`src/rtl/spi_master.sv`:
```
// Single-byte SPI master, mode 0, MSB first. All SPI timing comes from a
// HALF_PERIOD-cycle divider on the system clock; one IDLE cycle separates frames.
module spi_master #(
  parameter int HALF_PERIOD = 4
) (
  input  logic       clk,
  input  logic       rst,
  input  logic       start,
  input  logic [7:0] tx_data,
  output logic       cs,
  output logic       sclk,
  output logic       mosi,
  input  logic       miso,
  output logic [7:0] rx_data,
  output logic       busy,
  output logic       done
);

  localparam int            CW   = $clog2(HALF_PERIOD + 1);
  localparam logic [CW-1:0] LAST = CW'(HALF_PERIOD - 1);

  typedef enum logic [2:0] {IDLE, SETUP, SCLK_HI, SCLK_LO, HOLD, GAP} state_t;

  state_t        state, state_nxt;
  logic [CW-1:0] cnt;
  logic [2:0]    bit_cnt;
  logic [7:0]    tx_sr, rx_sr;
  logic          half_end;

  assign half_end = (cnt == LAST);

  always_ff @(posedge clk or posedge rst) begin
    if (rst) state <= IDLE;
    else     state <= state_nxt;
  end

  always_comb begin
    state_nxt = state;
    case (state)
      IDLE:    if (start)    state_nxt = SETUP;
      SETUP:   if (half_end) state_nxt = SCLK_HI;
      SCLK_HI: if (half_end) state_nxt = SCLK_LO;
      SCLK_LO: if (half_end) state_nxt = (bit_cnt == 3'd7) ? HOLD : SCLK_HI;
      HOLD:    if (half_end) state_nxt = GAP;
      GAP:     if (half_end) state_nxt = IDLE;
      default:               state_nxt = IDLE;
    endcase
  end

  // Pin outputs decode straight from state so cs/sclk/busy move together.
  assign cs   = (state == IDLE) || (state == GAP);
  assign sclk = (state == SCLK_HI);
  assign busy = (state != IDLE);
  assign mosi = tx_sr[7];

  always_ff @(posedge clk or posedge rst) begin
    if (rst) begin
      cnt     <= '0;
      bit_cnt <= '0;
      tx_sr   <= '0;
      rx_sr   <= '0;
      rx_data <= '0;
      done    <= 1'b0;
    end else begin
      done <= 1'b0;
      cnt  <= (state == IDLE || state_nxt != state) ? '0 : cnt + 1'b1;
      case (state)
        IDLE: if (start) begin
          tx_sr   <= tx_data;
          bit_cnt <= '0;
        end
        SCLK_HI: begin
          // miso sampled in the first high cycle; slave drove it a half-period earlier
          if (cnt == '0) rx_sr <= {rx_sr[6:0], miso};
          // next bit presented on the falling edge; bit 0 is held after the last one
          if (half_end && bit_cnt != 3'd7) tx_sr <= {tx_sr[6:0], 1'b0};
        end
        SCLK_LO: if (half_end && bit_cnt != 3'd7) bit_cnt <= bit_cnt + 3'd1;
        HOLD: if (half_end) begin
          rx_data <= rx_sr;
          done    <= 1'b1;
        end
        default: ;
      endcase
    end
  end

endmodule
```
`config.mk`:
```
export PLATFORM = sky130hd
export DESIGN_NAME = spi_master
export DESIGN_NICKNAME = d
export VERILOG_FILES = /design/src/rtl/spi_master.sv
export SDC_FILE = /design/constraint.sdc
export NUM_CORES = 1
export LEC_CHECK = 0
export CAP_MARGIN = 5
export CELL_PAD_IN_SITES_DETAIL_PLACEMENT = 1
export CELL_PAD_IN_SITES_GLOBAL_PLACEMENT = 2
export CORE_MARGIN = 2
export CORE_UTILIZATION = 47
export CTS_BUF_LIST = sky130_fd_sc_hd__clkbuf_8
export DETAILED_ROUTE_END_ITERATION = 10
export DONT_BUFFER_PORTS = 1
export PLACE_DENSITY = 0.88
export SLEW_MARGIN = 20
export SYNTH_ARGS = -nofsm -noshare
export SYNTH_HDL_FRONTEND = slang
export SYNTH_SLANG_ARGS = --single-unit
export TNS_END_PERCENT = 1
```
`constraint.sdc`:
```
create_clock -name clk -period 3.1 [get_ports clk]
set_input_delay 0.93 -clock clk [delete_from_list [all_inputs] [get_ports clk]]
set_output_delay 0.93 -clock clk [all_outputs]
set_load 0.03 [all_outputs]
```
==> run summary <==
Largest area contributor in the netlist: dfrtp_1
Final Worst Setup Slack: 0.412 ns
DR iter-0 viols: 20
Synth Cell Area: 0.00159 mm^2
Setup crit start kind: register
CTS Buffer Depth: 2
Worst-skew pair later-pin latency: 0.28 ns
# diodes: 0
Register area share after synthesis: 0.536
Max-cap check violation count: 0
Root Driver: clkbuf_8
CP peak stage delay: 0.54 ns
Hold Path Class: reg2reg
DR pass1 iterations: 2
Simple-Gate Fraction of Synth Area: 0.103
CTS tree: yes
Slowest cell on crit path: dfrtp_1
DIE WIDTH: 62.1 um
Cts repair resizes: 0
Number of synthesized flops with an enable pin: 0
Top_reg_cell synth: dfrtp_1
Post-Syn Instances: 126
Post-Place Worst Slack: 0.719 ns
Unrepaired setup endpoints after global routing: no
Critical Path RT: 2.17 ns
Status: finished clean
Syn-to-layout area delta: 9.30%
Sw Share: 0.190
Antenna-violating nets left: 0
Highest clock rate: 372 MHz
Netlist cell types: 29
Row Count: 21
Via density per instance: 5.40
Buffers and inverters on the worst path: 0
Crit path cell chain: or2_2, a21oi_1
Syn avg cell area: 12.6 um^2
Clk sinks: 34
Crit path max-delay family: flip-flops
# IOs: 25
Clk slew on worst S/H paths: 0.07 ns
Top cells by area in the synthesized netlist: dfrtp_1 54%, mux2_2 21%, ha_1 3.9%
CP endpoint kind: output port
HPWL Detailed: 2000 um
Die area: 0.00386 mm^2
Die Y: 62.1 um
Power density over the cells: 505 mW/mm^2
XOR/XNOR Fraction of Synth Area: 0
Global route total overflow: 0
Comb pwr share: 0.016
Detailed Route WL: 2790 um
Shortest period the worst path allows: 2.69 ns
Register bit total from synthesis: 34
Post CTS Setup Buffer Count: 0
Initial Util: 0.483
IR drop worst, VDD: 282 uV
First-pass GRT wire length: 4860 um
Compound-Gate Fraction of Synth Area: 0.0709
Count of final hold-check violations: 0
Buffers on Ports: 0
Hold buffers post-CTS: 0
Layout cells sized above 1: 0.323
Largest net degree at the start of global routing: 29
Routability cong.: 0.780
P_sw: 0.000166 W
Critical Path Fanout Max: 13
Max-Slew Margin vs Limit: 0.351
Fin Setup TNS: 0 ns
Syn_nets: 143
Multiplexer share of the synthesized area: 0.213
Syn. warnings: 0
Fin crit share: 0.867
Leakage Power: 0.799 nW
Setup violators final: 0
H-tree depth: 2
Synth Area in Adders: 0.0394
Vias in the first global route: 1,019
Initial antenna violation count: 0
Final Net Count: 144
Largest family of logic cells by synthesized area: multiplexers
Via count: 934
Setup CP Type: reg2out
Remaining DRCs: 0
Max Slew Vio Count: 0
Clock power share: 0.467
Clock Skews: 0.00334 ns
Top-area cell type share of the netlist area: 0.536
Synth async-reset ratio: 1.00
Total CTS buffers: 5
Critical Path AT: 1.76 ns
Int Power: 0.000710 W
Fin util: 0.528
Sequential power share: 0.517
WL/cell: 16.1 um
Core area: 0.00328 mm^2
Worst-margin pin slew: 0.968 ns
Tot GR Track Use: 0.162
stage by stage:
step	power [W]	area [um^2]	instances	hold WS [ns]
final	0.000876	1740	173	0.465
after global routing	0.000912	1740	173	0.495
after CTS	0.000889	1740	173	0.471
after detailed placement	0.000476	1620	166	0.462
after global placement	0.000475	1620	166	0.452
after floorplan	0.000471	1590	126	0.432
flip-flops by register name (all words and copies together), names as in the netlist:
register,flops
tx_sr,8
state,3
bit_cnt,3
done,1
rx_sr,8
cnt,3
rx_data,8
synthesized netlist by cell type, types with 2 or more instances:
| cell type | n |
|---|---|
| nor2_1 | 6 |
| clkbuf_1 | 4 |
| ha_1 | 5 |
| nor3_1 | 2 |
| o22a_1 | 2 |
| dfrtp_1 | 34 |
| inv_1 | 8 |
| mux2_2 | 30 |
| buf_2 | 3 |
| nand3b_1 | 2 |
| o21ai_0 | 3 |
| nand2_1 | 5 |
| a22o_1 | 2 |
| a21oi_1 | 3 |
| nand2b_1 | 3 |
worst register-to-register path, cell delays in order, from the launching register on:
cell and delay, ns:
dfrtp_1 0.79, nand2b_1 0.24, nor4b_4 0.59, mux2_2 0.40
area by class of cell:
class                           count  area, um^2
Timing Repair Buffer                1        7.51
Clock buffer                        6        82.6
Multi-Input combinational cell     77         677
Sequential cell                    34         851
Inverter                            8        30.0
Clock inverter                      1        30.0
Fill cell                         341        1550
Tap cell                           46        57.6
power groups by stage:
stage / Sequential (W) / Combinational, W / Clock (W)
after floorplan: 0.000460 / 0.0000112 / 0
after global placement: 0.000461 / 0.0000146 / 0
after detailed placement: 0.000461 / 0.0000151 / 0
after CTS: 0.000453 / 0.0000151 / 0.000421
after global routing: 0.000453 / 0.0000167 / 0.000442
final: 0.000453 / 0.0000143 / 0.000409
cell usage in the layout, fill, tap and decap left out, types with 2 or more instances in the layout:
cell type  instances
nand2b_1           3
dfrtp_1           34
ha_1               5
a22o_1             2
a21oi_1            3
nor3_1             2
o21ai_0            3
o22a_1             2
clkbuf_8           6
mux2_2            30
inv_1              7
nor2_1             6
nand2_1            5
nand3b_1           2
final timing paths:
check                         start         end  slack [ns]  cells after the start
min in group asynchronous       rst  bit_cnt[0]        0.64                      1
max in group asynchronous       rst      cnt[2]        1.89                      2
setup reg to reg           state[1]    rx_sr[3]        0.96                      3
hold / removal               cnt[0]      cnt[0]        0.47                      1
hold reg to reg              cnt[0]      cnt[0]        0.47                      1
setup / recovery           state[0]          cs        0.41                      2
logic make-up after synthesis:
kind of cell | after synthesis
AOI/OAI and AO/OA | 15
adders and majority gates | 5
buffers and inverters | 15
DFF | 34
muxes | 30
and+or+nand+nor | 27
metal layers:
layer	share of wire	up-vias	track usage
li1	-	434	-
met1	0.46	477	0.195
met2	0.48	17	0.260
met3	0.046	6	0.0598
met4	0.018	0	0.0750
met5	0	-	0
(Power assumes the default switching activity.)
